**src/rtl/pie_tx_sequencer.sv**
```systemverilog
// pie_tx_sequencer: frames MAC commands into PIE encoder bit strobes, with post-frame gap
// Ports: clk, rst (async, active-high); cmd_valid/cmd_ready/cmd_data/cmd_len/cmd_preamble/cmd_crc16
// command handshake; enc_rst/enc_preamble/enc_bit/enc_rdy encoder side; busy, frame_done status.
// Optional CRC-16/CCITT trailer is built only when PIE_SEQ_CRC16_EN is defined.
module pie_tx_sequencer #(
  parameter int MAX_BITS   = 64,
  parameter int LEN_W      = 7,
  parameter int GAP_CYCLES = 1000
) (
  input  logic                clk,
  input  logic                rst,
  input  logic                cmd_valid,
  output logic                cmd_ready,
  input  logic [MAX_BITS-1:0] cmd_data,
  input  logic [LEN_W-1:0]    cmd_len,
  input  logic                cmd_preamble,
  input  logic                cmd_crc16,
  output logic                enc_rst,
  output logic                enc_preamble,
  output logic                enc_bit,
  input  logic                enc_rdy,
  output logic                busy,
  output logic                frame_done
);
  localparam int GW = GAP_CYCLES > 0 ? $clog2(GAP_CYCLES + 1) : 1;
  typedef enum logic [2:0] {IDLE, RUN, CRC, TAIL, GAP} state_t;
  state_t state, next;
  logic [MAX_BITS-1:0] shreg;
  logic [LEN_W-1:0] cnt, len_eff;
  logic [GW-1:0] gap_cnt;
  logic accept, crc_req, use_crc, crc_msb, crc_last;
  assign accept    = cmd_valid & cmd_ready;
  assign len_eff   = cmd_len > LEN_W'(MAX_BITS) ? LEN_W'(MAX_BITS) : cmd_len;
  assign cmd_ready = state == IDLE;
  assign busy      = state == RUN || state == CRC || state == TAIL;
  // reset state is IDLE, so the encoder is parked asynchronously on rst
  assign enc_rst   = state == IDLE || state == GAP;
`ifdef PIE_SEQ_CRC16_EN
  logic [15:0] crc;
  logic [3:0] crc_cnt;
  assign crc_req  = cmd_crc16;
  assign crc_msb  = ~crc[15];
  assign crc_last = crc_cnt == 4'd15;
  always_ff @(posedge clk or posedge rst)
    if (rst) begin
      use_crc <= 1'b0;
      crc     <= 16'hFFFF;
      crc_cnt <= '0;
    end else if (accept) begin
      use_crc <= cmd_crc16;
      crc     <= 16'hFFFF;
      crc_cnt <= '0;
    end else if (enc_rdy && state == RUN) begin
      crc <= {crc[14:0], 1'b0} ^ ({16{crc[15] ^ shreg[MAX_BITS-1]}} & 16'h1021);
    end else if (enc_rdy && state == CRC) begin
      crc     <= {crc[14:0], 1'b0};
      crc_cnt <= crc_cnt + 4'd1;
    end
`else
  logic unused_crc16;
  assign unused_crc16 = cmd_crc16;
  assign crc_req  = 1'b0;
  assign use_crc  = 1'b0;
  assign crc_msb  = 1'b0;
  assign crc_last = 1'b1;
`endif
  always_ff @(posedge clk or posedge rst)
    if (rst) state <= IDLE;
    else state <= next;
  always_comb begin
    next    = state;
    enc_bit = 1'b0;
    case (state)
      IDLE: if (accept) next = len_eff == '0 ? (crc_req ? CRC : TAIL) : RUN;
      RUN: begin
        enc_bit = shreg[MAX_BITS-1];
        if (enc_rdy && cnt == LEN_W'(1)) next = use_crc ? CRC : TAIL;
      end
      CRC: begin
        enc_bit = crc_msb;
        if (enc_rdy && crc_last) next = TAIL;
      end
      TAIL: if (enc_rdy) next = GAP;
      GAP: if (gap_cnt == GW'(GAP_CYCLES)) next = IDLE;
      default: next = IDLE;
    endcase
  end
  always_ff @(posedge clk or posedge rst)
    if (rst) begin
      shreg        <= '0;
      cnt          <= '0;
      enc_preamble <= 1'b0;
      frame_done   <= 1'b0;
      gap_cnt      <= '0;
    end else begin
      frame_done <= state == TAIL && enc_rdy;
      gap_cnt    <= state == GAP ? gap_cnt + 1'b1 : '0;
      if (accept) begin
        shreg        <= cmd_data;
        cnt          <= len_eff;
        enc_preamble <= cmd_preamble;
      end else if (state == RUN && enc_rdy) begin
        shreg <= {shreg[MAX_BITS-2:0], 1'b0};
        cnt   <= cnt - 1'b1;
      end
    end
endmodule

```
**config.mk**
```make
export PLATFORM = sky130hd
export DESIGN_NAME = pie_tx_sequencer
export DESIGN_NICKNAME = d
export VERILOG_FILES = /design/src/rtl/pie_tx_sequencer.sv
export SDC_FILE = /design/constraint.sdc
export NUM_CORES = 1
export LEC_CHECK = 0
export BUFFER_PORTS_ARGS = -buffer_cell sky130_fd_sc_hd__buf_2
export CORE_ASPECT_RATIO = 0.5
export CORE_MARGIN = 4
export CORE_UTILIZATION = 49
export CTS_BUF_LIST = sky130_fd_sc_hd__clkbuf_16
export CTS_CLUSTER_SIZE = 20
export DETAILED_ROUTE_END_ITERATION = 10
export GPL_TIMING_DRIVEN = 0
export PLACE_DENSITY_LB_ADDON = 0.25
export REMOVE_ABC_BUFFERS = 1
export SLEW_MARGIN = 30
export SYNTH_ARGS = -nofsm -noshare
export SYNTH_HDL_FRONTEND = slang
export SYNTH_SLANG_ARGS = --single-unit
```
**constraint.sdc**
```tcl
create_clock -name clk -period 2.5 [get_ports clk]
set_input_delay 0.5 -clock clk [delete_from_list [all_inputs] [get_ports clk]]
set_output_delay 0.5 -clock clk [all_outputs]
set_load 0.05 [all_outputs]
```
==> results.rst <==
.. list-table::
   :header-rows: 1

   * - Metric
     - Value
   * - Gr usage total
     - 0.1857
   * - Outcome
     - finished clean
   * - IR Drop Worst-Case VDD
     - 0.5391 mV
   * - Most common library cell in the layout ignoring fill and taps
     - nand2_1
   * - Die Height
     - 70.98 um
   * - Routed metal-1 wirelength
     - 3.914 mm
   * - Launch instance of the worst register-to-register path
     - state[0]$_DFFE_PP0P_
   * - Final Total Pwr
     - 5.723 mW
   * - Avg WL per Cell
     - 14.13 um
   * - Final core utilization
     - 0.6374
   * - Clock Tree Root
     - clkbuf_16
   * - Final weighted congestion in routability-driven placement
     - 0.7688
   * - FF/Latch Area
     - 0.002152 mm^2
   * - Crit Path Category
     - flip-flop to flip-flop
   * - Share of cells above drive strength 1
     - 0.2429
   * - Syn Area/Cell
     - 9.619 um^2
   * - Family with the most delay on the worst path
     - buffers and inverters
   * - Amount of wire on met2 after detailed routing
     - 4.066 mm
   * - Worst reg2reg endpoint
     - shreg[0]$_DFFE_PP0P_
   * - Top achievable clock speed
     - 438.7 MHz
   * - Final period demand of the worst path
     - 2.280 ns
   * - Pin count of the biggest net entering global routing
     - 53
   * - Global-route wire length before repair
     - 14.15 mm
   * - Cells traversed along the worst timing path
     - nor4b_4, buf_4, buf_2, buf_2, buf_2, nor2_4, buf_16, a22o_1
   * - Number of buffers between clock root and the deepest sink
     - 2
   * - Most area-hungry cell type in the Yosys netlist
     - dfrtp_1
   * - # H-tree levels
     - 3
   * - Setup TNS
     - 0 ns
   * - Type of element launching the critical path
     - flip-flop
   * - Number of design-rule violations left by the first detailed-router iteration
     - 189
   * - Largest cells by area after synthesis
     - dfrtp_1, nand2_1, a22oi_1
   * - Final setup fails
     - 0
   * - CTS tree
     - yes
   * - Yosys warning total
     - 0
   * - Commonest cells after routing, fill and taps aside
     - nand2_1, buf_2, dfrtp_1
   * - Clock skew after layout
     - 0.007515 ns
   * - Timing startpoint of the critical path
     - state[0]$_DFFE_PP0P_
   * - Async SR Flop Fraction
     - 1.000
   * - Synth top area share
     - 0.5538
   * - Type of element capturing the critical path
     - flip-flop
   * - Number of flops mapped to enable cells by yosys
     - 0
   * - Number of maximum-capacitance constraint violations
     - 0
   * - Worst slew margin
     - 0.6368
   * - Die W
     - 133.9 um
   * - Number of nets with antenna violations after detailed routing
     - 0
   * - Prevailing post-synth register cell
     - dfrtp_1
   * - Initial antenna violation count
     - 0
   * - Leakage power total
     - 2.419 nW
   * - Number of vias after detailed routing
     - 3174
   * - Clock latency reported for the late side of the worst-skew pair
     - 0.34 ns
   * - Count of fill cells added during filler insertion
     - 647
   * - Slowest stage delay, CP
     - 0.53 ns
   * - Hold-fix buffers at CTS
     - 0
   * - Maximum fanout count along the critical path
     - 26
   * - CTS clock-pin slew for the worst setup and hold paths
     - 0.06 ns
   * - # nets final
     - 566
   * - Worst Path Arrival
     - 2.50 ns
   * - Final slew viol count
     - 0
   * - Slowest CP cell
     - dfrtp_1
   * - Clock Sinks
     - 86
   * - Number of hold violations in the final report
     - 0
   * - Fraction of the cycle the final worst path needs
     - 0.9119
   * - Slew at the pin closest to its max-slew limit
     - 0.5435 ns
   * - Number of buffers added on ports
     - 81
   * - Slack of the worst reg-to-reg path
     - 0.22 ns
   * - Detailed route wirelength on metal3
     - 430 um
   * - Class of the tightest hold or removal check
     - input port to asynchronous set/reset pin
   * - Num ports
     - 83
   * - Sequential-to-total area share from yosys stat
     - 0.5538
   * - Number of buffers created by CTS
     - 9
   * - Syn Std Cell Area
     - 0.003886 mm^2
   * - Highest signal layer in the routed design
     - met4
   * - Total number of cells along the worst setup path
     - 8
   * - Half-perimeter wire length after placement
     - 5.780 mm
   * - Tightest hold margin
     - 0.1446 ns
   * - Die Outline Area
     - 0.009507 mm^2
   * - PwrDens
     - 1195 mW/mm^2
   * - Core Region
     - 0.007515 mm^2
   * - Most frequent cell on the critical path
     - buf_2
   * - CP required
     - 2.72 ns
   * - First-pass iteration count of the detailed router
     - 5
   * - Area occupied by multi-input gates
     - 0.001583 mm^2
   * - Critical path endpoint
     - shreg[0]$_DFFE_PP0P_
   * - Post-synthesis cell type count
     - 42
   * - Number of synthesized register bits
     - 86
   * - Overflow left after global routing
     - 0
   * - Final Routed Wirelength
     - 8.448 mm
   * - Post-synthesis to final-layout area growth
     - 23.25%
   * - Row count
     - 22
   * - DRC
     - 0
   * - Antenna diode instance count
     - 0
   * - Starting Density
     - 0.5171
   * - CP Buf/Inv Count
     - 5
   * - Number of global-route vias before repair
     - 3082
   * - Number of cells produced by synthesis
     - 404
   * - Reg2Reg Depth
     - 8
   * - Post-detailed-route via-to-cell ratio
     - 5.308
   * - RSZ-0062 raised after global routing
     - no
-- Yosys cell counts, drive strengths merged, types with 4 or more instances --
cell type / n
nand2: 135
dfrtp: 86
a22oi: 64
buf: 24
nor2: 17
inv: 9
nor3: 8
nand3: 7
xnor2: 6
a21oi: 5
ha: 4
o21ai: 4
-- sequential cells by signal, indices dropped and copies added, names as in the netlist --
register and cells:
shreg 64, gap_cnt 10, cnt 7, state 3, enc_preamble 1, frame_done 1
-- cells by family after synthesis --
| logic type | after synthesis | synth area share |
|---|---|---|
| simple gates | 183 | 0.2038 |
| compound gates | 86 | 0.1629 |
| flops | 86 | 0.5538 |
| buf+inv | 36 | 0.04572 |
| xor+xnor | 8 | 0.01803 |
| fa+ha+maj | 4 | 0.01288 |
| mux | 1 | 0.002897 |
-- layer usage --
metal	vias up	global-route usage
met5	-	0
met1	1528	0.2387
li1	1576	-
met3	4	0.06605
met4	0	0.05131
met2	66	0.3013
-- cell type report --
type | instances | area share
clock inverter | 7 | 0.01672
tap | 108 | 0.02821
clock buffer | 9 | 0.04702
multi-input combinational | 282 | 0.3305
inverter | 9 | 0.008098
timing repair buffer | 97 | 0.1202
sequential | 86 | 0.4493
-- repair_timing --
| item | CTS | global route |
|---|---|---|
| gates cloned | 0 | 0 |
| setup buffers | 0 | 1 |
| pin swaps | 0 | 1 |
| setup endpoints to repair | 50 | 51 |
| gates resized for setup | 1 | 0 |
-- worst min path at each step --
stage	start	end	slack, ns
2_1_floorplan	shreg[63]$_DFFE_PP0P_	shreg[63]$_DFFE_PP0P_	0.44
4_1_cts	rst	shreg[59]$_DFFE_PP0P_	0.14
3_3_place_gp	enc_preamble$_DFFE_PP0P_	enc_preamble$_DFFE_PP0P_	0.46
3_5_place_dp	shreg[29]$_DFFE_PP0P_	shreg[29]$_DFFE_PP0P_	0.46
5_1_grt	rst	shreg[59]$_DFFE_PP0P_	0.16
6_report	rst	shreg[59]$_DFFE_PP0P_	0.14
-- power by group --
group / internal (mW) / switching (mW) / leakage [nW]
registers: 1.96 / 0.391 / 1.10
logic: 0.806 / 1.19 / 1.17
clock network: 0.859 / 0.513 / 0.153
-- stage by stage --
stage          instance area (um^2)  worst slack [ns]  cells
6_report                       4790            0.2203    598
3_5_place_dp                   4468          -0.08044    581
2_1_floorplan                  3742            -7.918    377
3_3_place_gp                   4283            -16.38    566
5_1_grt                        4790           0.07264    598
4_1_cts                        4782           0.03580    597
Power figures use the tool's default switching activity.
